<file path="src/rtl/alu_op_issue_if.sv">
// ----------------------------------------------------------------------------
// alu_op_issue_if
//   Bundles the two streaming handshakes of the ALU issue stage.
//   Input stream : in_valid/in_ready carrying {in_sel, in_a, in_b}
//   Output stream: out_valid/out_ready carrying {out_y, out_sel, out_zero}
//   master : the environment (drives ops upstream, sinks results downstream)
//   slave  : the issue block
// ----------------------------------------------------------------------------
interface alu_op_issue_if;
   logic       in_valid;
   logic       in_ready;
   logic [3:0] in_sel;
   logic [3:0] in_a;
   logic [3:0] in_b;

   logic       out_valid;
   logic       out_ready;
   logic [4:0] out_y;
   logic [3:0] out_sel;
   logic       out_zero;

   modport master (
      output in_valid, in_sel, in_a, in_b, out_ready,
      input  in_ready, out_valid, out_y, out_sel, out_zero
   );

   modport slave (
      input  in_valid, in_sel, in_a, in_b, out_ready,
      output in_ready, out_valid, out_y, out_sel, out_zero
   );
endinterface

</file>
<file path="src/rtl/alu_op_issue.sv">
// ----------------------------------------------------------------------------
// alu_op_issue
//   Issue stage in front of a 4-bit combinational ALU. Ops are buffered in a
//   DEPTH-entry FIFO, moved into a registered issue slot that drives the ALU
//   inputs, and the ALU's 5-bit result is captured into a registered result
//   slot together with its select code and a zero flag. Strict in-order.
//
//   Ports
//     clk, rst_n   : clock, asynchronous active-low reset
//     bus (slave)  : in_valid/in_ready/in_sel/in_a/in_b and
//                    out_valid/out_ready/out_y/out_sel/out_zero
//     alu_a/b/sel  : registered ALU operands and select (issue slot)
//     alu_y        : combinational ALU result for the current alu_*
//     count        : FIFO occupancy, issue and result slots not included
//
//   DEPTH must be a power of two and at least 2 so the pointers wrap on
//   their own; count carries one extra bit to tell full from empty.
// ----------------------------------------------------------------------------
module alu_op_issue #(
   parameter int DEPTH = 4
) (
   input  logic                   clk,
   input  logic                   rst_n,
   alu_op_issue_if.slave          bus,
   output logic [3:0]             alu_a,
   output logic [3:0]             alu_b,
   output logic [3:0]             alu_sel,
   input  logic [4:0]             alu_y,
   output logic [$clog2(DEPTH):0] count
);
   localparam int AW = $clog2(DEPTH);
   localparam int CW = AW + 1;

   typedef struct packed {
      logic [3:0] sel;
      logic [3:0] a;
      logic [3:0] b;
   } op_t;

   op_t           mem [DEPTH];
   op_t           in_op;
   op_t           head;
   logic [AW-1:0] wr_ptr;
   logic [AW-1:0] rd_ptr;

   logic          push;
   logic          iss_v;
   logic          res_adv;
   logic          iss_load;

   // ------------------------------------------------------------------------
   // Handshake decode. in_ready depends only on registered count so it has
   // no combinational path from in_valid or out_ready.
   // ------------------------------------------------------------------------
   assign in_op        = '{sel: bus.in_sel, a: bus.in_a, b: bus.in_b};
   assign bus.in_ready = (count != CW'(DEPTH));
   assign push         = bus.in_valid && bus.in_ready;

   // The result slot takes a new result whenever it is empty or being
   // drained this cycle; the issue slot refills whenever it is empty or its
   // op is moving into the result slot.
   assign res_adv  = iss_v && (!bus.out_valid || bus.out_ready);
   assign iss_load = (count != '0) && (!iss_v || res_adv);

   assign head = mem[rd_ptr];

   // ------------------------------------------------------------------------
   // FIFO storage: data only, no reset needed since count gates every read.
   // ------------------------------------------------------------------------
   always_ff @(posedge clk) begin
      if (push) mem[wr_ptr] <= in_op;
   end

   // ------------------------------------------------------------------------
   // FIFO pointers and occupancy. Push and pop in the same cycle leave count
   // unchanged; a push is never seen when full because in_ready is low.
   // ------------------------------------------------------------------------
   always_ff @(posedge clk or negedge rst_n) begin
      if (!rst_n) begin
         wr_ptr <= '0;
         rd_ptr <= '0;
         count  <= '0;
      end else begin
         if (push)     wr_ptr <= wr_ptr + AW'(1);
         if (iss_load) rd_ptr <= rd_ptr + AW'(1);
         case ({push, iss_load})
            2'b10:   count <= count + CW'(1);
            2'b01:   count <= count - CW'(1);
            default: count <= count;
         endcase
      end
   end

   // ------------------------------------------------------------------------
   // Issue slot. alu_* hold their last values while the slot is empty so
   // the ALU inputs do not toggle needlessly.
   // ------------------------------------------------------------------------
   always_ff @(posedge clk or negedge rst_n) begin
      if (!rst_n) begin
         iss_v   <= 1'b0;
         alu_sel <= '0;
         alu_a   <= '0;
         alu_b   <= '0;
      end else if (iss_load) begin
         iss_v   <= 1'b1;
         alu_sel <= head.sel;
         alu_a   <= head.a;
         alu_b   <= head.b;
      end else if (res_adv) begin
         iss_v   <= 1'b0;
      end
   end

   // ------------------------------------------------------------------------
   // Result slot. Captured fields stay frozen while out_valid && !out_ready,
   // and also hold once the slot empties.
   // ------------------------------------------------------------------------
   always_ff @(posedge clk or negedge rst_n) begin
      if (!rst_n) begin
         bus.out_valid <= 1'b0;
         bus.out_y     <= '0;
         bus.out_sel   <= '0;
         bus.out_zero  <= 1'b0;
      end else if (res_adv) begin
         bus.out_valid <= 1'b1;
         bus.out_y     <= alu_y;
         bus.out_sel   <= alu_sel;
         bus.out_zero  <= (alu_y == 5'b00000);
      end else if (bus.out_valid && bus.out_ready) begin
         bus.out_valid <= 1'b0;
      end
   end

endmodule

</file>
<file path="src/flat_wrapper.sv">
// flat-port wrapper written by rule: the top's interface ports become plain ports
module alu_op_issue_flat 
#(
   parameter int DEPTH = 4
)
  (clk, rst_n, alu_a, alu_b, alu_sel, alu_y, count, bus_in_valid, bus_in_sel, bus_in_a, bus_in_b, bus_out_ready, bus_in_ready, bus_out_valid, bus_out_y, bus_out_sel, bus_out_zero);
  alu_op_issue_if bus_i ();
  input  logic clk;
  input  logic rst_n;
  output logic [3:0] alu_a;
  output logic [3:0] alu_b;
  output logic [3:0] alu_sel;
  input  logic [4:0] alu_y;
  output logic [$clog2(DEPTH):0] count;
  input wire logic [$bits(bus_i.in_valid)-1:0] bus_in_valid;
  input wire logic [$bits(bus_i.in_sel)-1:0] bus_in_sel;
  input wire logic [$bits(bus_i.in_a)-1:0] bus_in_a;
  input wire logic [$bits(bus_i.in_b)-1:0] bus_in_b;
  input wire logic [$bits(bus_i.out_ready)-1:0] bus_out_ready;
  output wire logic [$bits(bus_i.in_ready)-1:0] bus_in_ready;
  output wire logic [$bits(bus_i.out_valid)-1:0] bus_out_valid;
  output wire logic [$bits(bus_i.out_y)-1:0] bus_out_y;
  output wire logic [$bits(bus_i.out_sel)-1:0] bus_out_sel;
  output wire logic [$bits(bus_i.out_zero)-1:0] bus_out_zero;
  assign bus_i.in_valid = bus_in_valid;
  assign bus_i.in_sel = bus_in_sel;
  assign bus_i.in_a = bus_in_a;
  assign bus_i.in_b = bus_in_b;
  assign bus_i.out_ready = bus_out_ready;
  assign bus_in_ready = bus_i.in_ready;
  assign bus_out_valid = bus_i.out_valid;
  assign bus_out_y = bus_i.out_y;
  assign bus_out_sel = bus_i.out_sel;
  assign bus_out_zero = bus_i.out_zero;
  alu_op_issue #(.DEPTH(DEPTH)) u_core (.clk(clk), .rst_n(rst_n), .bus(bus_i), .alu_a(alu_a), .alu_b(alu_b), .alu_sel(alu_sel), .alu_y(alu_y), .count(count));
endmodule
</file>
<file path="config.mk">
export PLATFORM = sky130hd
export DESIGN_NAME = alu_op_issue_flat
export DESIGN_NICKNAME = d
export VERILOG_FILES = /design/src/rtl/alu_op_issue_if.sv /design/src/rtl/alu_op_issue.sv /design/src/flat_wrapper.sv
export SDC_FILE = /design/constraint.sdc
export NUM_CORES = 1
export LEC_CHECK = 0
export CAP_MARGIN = 5
export CORE_UTILIZATION = 45
export DETAILED_ROUTE_END_ITERATION = 8
export DONT_BUFFER_PORTS = 1
export PLACE_DENSITY = 0.6
export SLEW_MARGIN = 20
export SYNTH_ARGS = -nofsm -noshare
export SYNTH_HDL_FRONTEND = slang
export SYNTH_SLANG_ARGS = --single-unit
</file>
<file path="constraint.sdc">
create_clock -name clk -period 2.9 [get_ports clk]
set_input_delay 0.58 -clock clk [delete_from_list [all_inputs] [get_ports clk]]
set_output_delay 0.58 -clock clk [all_outputs]
set_load 0.01 [all_outputs]
</file>
==> results of run 1 <==
==> cell usage after synthesis, drive strengths merged <==
| library cell | instances |
|---|---|
| nor3 | 1 |
| edfxtp | 48 |
| and2 | 1 |
| dfrtp | 31 |
| mux4 | 12 |
| mux2 | 23 |
| mux2i | 1 |
| and3 | 4 |
| or3b | 1 |
| nand2 | 2 |
| xnor2 | 3 |
| or4 | 1 |
| buf | 4 |
| xor2 | 3 |
| nand2b | 2 |
| o31a | 1 |
| fa | 1 |
| ha | 5 |
| inv | 6 |
| nand3b | 2 |
| nor2 | 2 |
==> cells by family after synthesis <==
logic type               Yosys count  share of synthesized area, %
AO/OA/AOI/OAI                      1                         0.281
XOR/XNOR                           6                          1.69
adder cells (fa/ha/maj)            6                          2.65
buffers and inverters             10                          2.13
flip-flops                        79                          71.2
multiplexers                      36                          18.9
AND/OR/NAND/NOR                   16                          3.21
==> timing repair <==
item,CTS,global route
buffers inserted,0,0
hold buffers,1,0
endpoints found under the hold margin,31,0
==> registers in the layout (all words and copies together) (netlist names) <==
| register | flops |
|---|---|
| u_core.bus.out_valid | 1 |
| u_core.alu_sel | 4 |
| u_core.iss_v | 1 |
| u_core.bus.out_y | 5 |
| u_core.wr_ptr | 2 |
| u_core.alu_a | 4 |
| u_core.alu_b | 4 |
| u_core.rd_ptr | 2 |
| u_core.bus.out_zero | 1 |
| u_core.bus.out_sel | 4 |
| u_core.count | 3 |
| u_core.mem | 48 |
==> worst min path at each step <==
| stage | start | to | slack, ps | cells after the start |
|---|---|---|---|---|
| 4_1_cts | rst_n | u_core.alu_sel[2] | 50 | 1 |
| 5_1_grt | rst_n | u_core.bus.out_sel[2] | 50 | 1 |
| 2_1_floorplan | rst_n | u_core.alu_a[0] | 280 | 0 |
| 3_5_place_dp | rst_n | u_core.bus.out_sel[0] | 280 | 0 |
| 3_3_place_gp | rst_n | u_core.bus.out_sel[0] | 290 | 0 |
| 6_report | rst_n | u_core.bus.out_sel[2] | 60 | 1 |
==> metal layers <==
layer / part of all wire [%] / vias to the layer above / global-route usage [%]
li1: - / 604 / -
met1: 40 / 682 / 16.9
met2: 52 / 47 / 24.9
met3: 6.6 / 7 / 5.06
met4: 1.7 / 0 / 7.86
met5: 0 / - / 0
==> power by group <==
group,total (mW),internal [mW],switching (mW)
Sequential,1.87,1.55,0.325
Clock,0.840,0.483,0.357
Combinational,0.902,0.536,0.365
Total,3.61,2.57,1.05
==> stage by stage <==
step                instances  util [%]  total power [mW]  instance area, um^2
floorplan                 154         -              2.62                 3120
global placement          229      48.7              2.75                 3180
detailed placement        229      48.7              2.81                 3180
CTS                       246      52.2              3.67                 3410
global route              246      52.2              3.82                 3410
finish                    246      52.2              3.61                 3410
==> layout make-up <==
class / count / area share [%]
clock buffers: 12 / 3.96
clock inverters: 4 / 2.06
inverters: 6 / 0.661
multi-input cells: 65 / 24.4
flip-flops and latches: 79 / 65.1
well taps: 77 / 2.83
repair buffers: 3 / 1.03
==> flow_summary_export.csv, run 1 <==
group,metric,value,unit
outcome,status,"completed",
sta,slew_headroom,54.5,%
sta,min_period_over_period,79.1,%
worst_setup_path,path_cells,"or3b_4, and2_4, inv_1, ha_1, inv_1, fa_1, xor2_1, nor2_1, xor2_1",
worst_setup_path,path_max_fanout,6,
job,maxCapViolCount,0,
clocking,clock-sinks,79,
logic_synthesis,synth_warnings,0,
worst_setup_path,cp.arrival,2560,ps
clocking,cts_resized,0,
sta,grt_setup_unrepaired,"false",
worst_setup_path,crit_required,3160,ps
logic_synthesis,postSynthAreaPerCell,20.2,um^2
sta,finalSetupTns,0,ps
final_layout,drive_above_1_share,29.0,%
global_route,antenna_found_initial,0,
logic_synthesis,synth_cells,154,
sta,hold_viol_final,0,
placed_design,io_buffers,0,
floorplan,row_count,29,
sta,hold_slack,58.6,ps
final_layout,regArea,2220,um^2
routing,wire_per_inst,19.7,um
routing,drt_pass1_iterations,4,
worst_setup_path,critPathTopFamily,"simple AND/OR/NAND/NOR gates",
global_route,grt_pass1_wl,7.66,mm
global_route,gr-usage-all-layers,14.9,%
routing,postRouteAntennaNets,0,
clocking,cts_buffer_depth,2,
routing,drt_wl_total,4.84,mm
global_route,grt_pass1_vias,1512,
worst_setup_path,critPathBufInv,2,
final_layout,num-nets-final,191,
global_route,grt_max_degree,32,
routing,drcViolationCount,0,
worst_setup_path,cp_slowest_cell,"dfrtp_1",
placed_design,hpwlAfterDp,3.11,mm
final_layout,multi_input_area,832,um^2
sta,drv_slew,0,
worst_setup_path,startpoint_type,"register",
logic_synthesis,synth_area,3120,um^2
worst_setup_path,slowest_delay,480,ps
logic_synthesis,yosys.area.top_type,"edfxtp_1",
clocking,h-tree-depth,3,
sta,worst_slew_pin_slew,682,ps
logic_synthesis,synth.top_cell.area_share,46.3,%
floorplan,core_area,6530,um^2
placed_design,place_congestion,0.765,
worst_setup_path,cp.depth,9,
placed_design,place_ws,619,ps
worst_setup_path,crit_end,"u_core.count[2]",
clocking,cts-root-buf,"clkbuf_8",
floorplan,dieArea,7260,um^2
routing,viasPerCell,5.45,
sta,clock.fmax,0.436,GHz
clocking,cts_tree,"yes",
worst_setup_path,ff2ff_setup_slack,610,ps
worst_setup_path,ff2ff_path_depth,9,
floorplan,die_h,85.2,um
routing,vias,1340,
clocking,cts_buffers,9,
clocking,clk_pin_slew_worst_paths,80,ps
sta,setup_ws,606,ps
final_layout,layout_commonest_cell,"edfxtp_1",
logic_synthesis,ys_seq_area_share,71.2,%
logic_synthesis,synth_cell_types,26,
logic_synthesis,ys_ff_latch,79,
power_and_ir_drop,p_per_area,1060,nW/um^2
worst_setup_path,crit_path_end_kind,"register",
sta,finalSetupViolations,0,
power_and_ir_drop,ir_drop,0.457,mV
worst_setup_path,reg2reg_to,"u_core.count[2]",
clocking,clk_latency,340,ps
routing,drt_iter0_drc,50,
power_and_ir_drop,cellLeakagePower,1.30,nW
final_layout,area_growth,9.40,%
final_layout,fill_cells,519,
final_layout,mostFrequentLayoutCells,"edfxtp_1, dfrtp_1, mux2_2",
floorplan,io_pins,48,
logic_synthesis,synthesis.nets,181,
global_route,gr-total-overflow,0,
worst_setup_path,criticalPathCategory,"reg2reg",
worst_setup_path,r2r-start,"u_core.count[0]",
min_path,hold_class,"in2async",
logic_synthesis,synth_area_leaders,"edfxtp_1, dfrtp_1, mux4_2, mux2_2, mux2_4",
floorplan,initial_utilization,47.7,%
floorplan,fp.dieW,85.2,um
worst_setup_path,cp-startpoint,"u_core.count[0]",
final_layout,antenna_cells,0,
sta,finClkSkew,12.4,ps
sta,fin_crit,2290,ps
Power figures use the tool's default switching activity.
==> inputs of run 2 (changes only) <==
Clock period 2.9 ns to 2.19 ns, I/O delays scaled along.
==> run 2 against run 1 <==
Hold slack improved by 130 ps. Utilization is 0.92 points higher. Critical path type unchanged. Combinational power grew 50%. Critical path depth unchanged. Critical endpoint unchanged. First-iteration DRC count rose by 38%. Sequential power up 28%. Sequential share of layout area fell by 1.1 points. Die area stayed put. Via count rose by 3.9%. Largest power group unchanged. Sequential cell count unchanged.
==> flow_summary_export.csv, run 2 (synthesis gave the netlist of run 1 again) <==
group,metric,value,unit
outcome,status,"completed",
clocking,cts_setup_buffers,0,
global_route,gr-usage-all-layers,14.5,%
worst_setup_path,path_cells,"or3b_4, and2_4, inv_1, ha_2, inv_1, fa_2, xor2_1, nor2_1, xor2_1",
min_path,holdPathStages,0,
floorplan,core_area,6530,um^2
clocking,cts_buffer_depth,2,
sta,drv_slew,0,
final_layout,antenna_cells,0,
worst_setup_path,r2r-start,"u_core.count[1]",
floorplan,io_pins,48,
routing,drt_wl_total,4.71,mm
sta,hold_viol_final,0,
routing,postRouteAntennaNets,0,
routing,drcViolationCount,0,
final_layout,num-nets-final,198,
power_and_ir_drop,cellLeakagePower,1.33,nW
routing,drt_pass1_iterations,4,
sta,worst_slew_pin_slew,634,ps
final_layout,regArea,2220,um^2
floorplan,fp.dieW,85.2,um
worst_setup_path,reg2reg_to,"u_core.count[2]",
sta,clock.fmax,0.468,GHz
worst_setup_path,ff2ff_path_depth,9,
power_and_ir_drop,ir_drop,0.594,mV
worst_setup_path,critPathBufInv,2,
worst_setup_path,slowest_delay,400,ps
final_layout,layout_commonest_cell,"edfxtp_1",
global_route,grt_pass1_vias,1530,
placed_design,place_congestion,0.767,
final_layout,mostFrequentLayoutCells,"edfxtp_1, dfrtp_1, mux2_2",
worst_setup_path,critPathTopFamily,"simple AND/OR/NAND/NOR gates",
global_route,gr-total-overflow,0,
sta,slew_headroom,57.8,%
global_route,grt_pass1_wl,7.44,mm
clocking,h-tree-depth,3,
floorplan,row_count,29,
sta,finalSetupViolations,0,
worst_setup_path,cp_slowest_cell,"or3b_4",
worst_setup_path,path_max_fanout,3,
worst_setup_path,crit_required,2450,ps
routing,vias,1392,
final_layout,largest_register,"u_core.mem",
worst_setup_path,crit_path_end_kind,"register",
global_route,grt_max_degree,32,
clocking,cts_buffers,9,
global_route,antenna_found_initial,0,
final_layout,fill_cells,510,
sta,grt_setup_unrepaired,"false",
job,maxCapViolCount,0,
min_path,min_delay_worst_endpoint,"u_core.mem[0][0]",
sta,finalSetupTns,0,ps
clocking,cts-root-buf,"clkbuf_8",
floorplan,die_h,85.2,um
min_path,holdCritStartpoint,"bus_in_b[0]",
clocking,clk_pin_slew_worst_paths,70,ps
worst_setup_path,startpoint_type,"register",
clocking,clock-sinks,79,
final_layout,final_util,53.1,%
worst_setup_path,cp.arrival,2390,ps
final_layout,area_growth,11.3,%
sta,fin_crit,2130,ps
final_layout,reg_top3,"u_core.mem (48), u_core.bus.out_y (5)",
final_layout,drive_above_1_share,32.4,%
routing,viasPerCell,5.50,
min_path,hold_class,"in2reg",
floorplan,initial_utilization,47.7,%
placed_design,io_buffers,0,
clocking,clk_latency,340,ps
power_and_ir_drop,p_per_area,1400,nW/um^2
final_layout,multi_input_area,837,um^2
clocking,cts_tree,"yes",
worst_setup_path,criticalPathCategory,"reg2reg",
floorplan,dieArea,7260,um^2
routing,wire_per_inst,18.6,um
placed_design,hpwlAfterDp,3.11,mm
final_layout,largest_register_ff_count,48,
routing,drt_iter0_drc,69,
sta,finClkSkew,5.95,ps
sta,min_period_over_period,97.5,%
worst_setup_path,cp-startpoint,"u_core.count[1]",
worst_setup_path,ff2ff_setup_slack,60,ps
run 2: changes by cell type in the layout (fill, tap and decap cells not counted), sizes merged:
cell / before / now
buf: 3 / 9
dlygate4sd3: 0 / 1
run 2: routing by layer:
| metal | up-vias | share of wire [%] | global-route usage (%) |
|---|---|---|---|
| li1 | 621 | - | - |
| met1 | 718 | 38 | 14.2 |
| met2 | 44 | 53 | 26.2 |
| met3 | 9 | 6.9 | 7.10 |
| met4 | 0 | 2.0 | 5.70 |
| met5 | - | 0 | 0 |
run 2: worst register-to-register path, stage by stage (launching register included):
cell and delay [ps]:
dfrtp_1 390, or3b_4 400, and2_4 180, inv_1 50, ha_2 170, inv_1 60
fa_2 330, xor2_1 170, nor2_1 120, xor2_1 170
run 2: cell type report:
cell class              instances  area share, %
repair buffers                 10           2.60
well taps                      77           2.78
clock inverters                 4           2.02
multi-input cells              65           24.1
clock buffers                  12           3.90
flip-flops and latches         79           63.9
inverters                       6          0.649
run 2: repair_timing:
action / in CTS / in global routing
pin swaps: 2 / 2
endpoints found under the hold margin: 31 / 0
endpoints found under the setup margin: 1 / 1
gates resized for setup: 2 / 0
hold buffers: 2 / 0
gates cloned: 0 / 0
run 2: stage by stage:
stage	hold slack [ps]	setup WS [ps]	cell area, um^2	cells	power (mW)
2_1_floorplan	142	36.7	3120	154	3.47
3_3_place_gp	143	146	3230	235	3.71
3_5_place_dp	143	5.59	3230	235	3.79
4_1_cts	169	29.7	3470	253	4.92
5_1_grt	160	5.54	3470	253	5.12
6_report	188	55.4	3470	253	4.85
run 2: worst max path at each step:
stage          cells past startpoint               to
3_3_place_gp                       9  u_core.count[2]
3_5_place_dp                       9  u_core.count[2]
2_1_floorplan                      9  u_core.count[2]
6_report                           9  u_core.count[2]
4_1_cts                            9  u_core.count[2]
5_1_grt                            9  u_core.count[2]
run 2: where the power goes:
group / internal (mW) / leakage [nW] / switching (mW)
registers: 2.05 / 0.798 / 0.346
logic: 0.776 / 0.427 / 0.576
clock network: 0.639 / 0.104 / 0.466
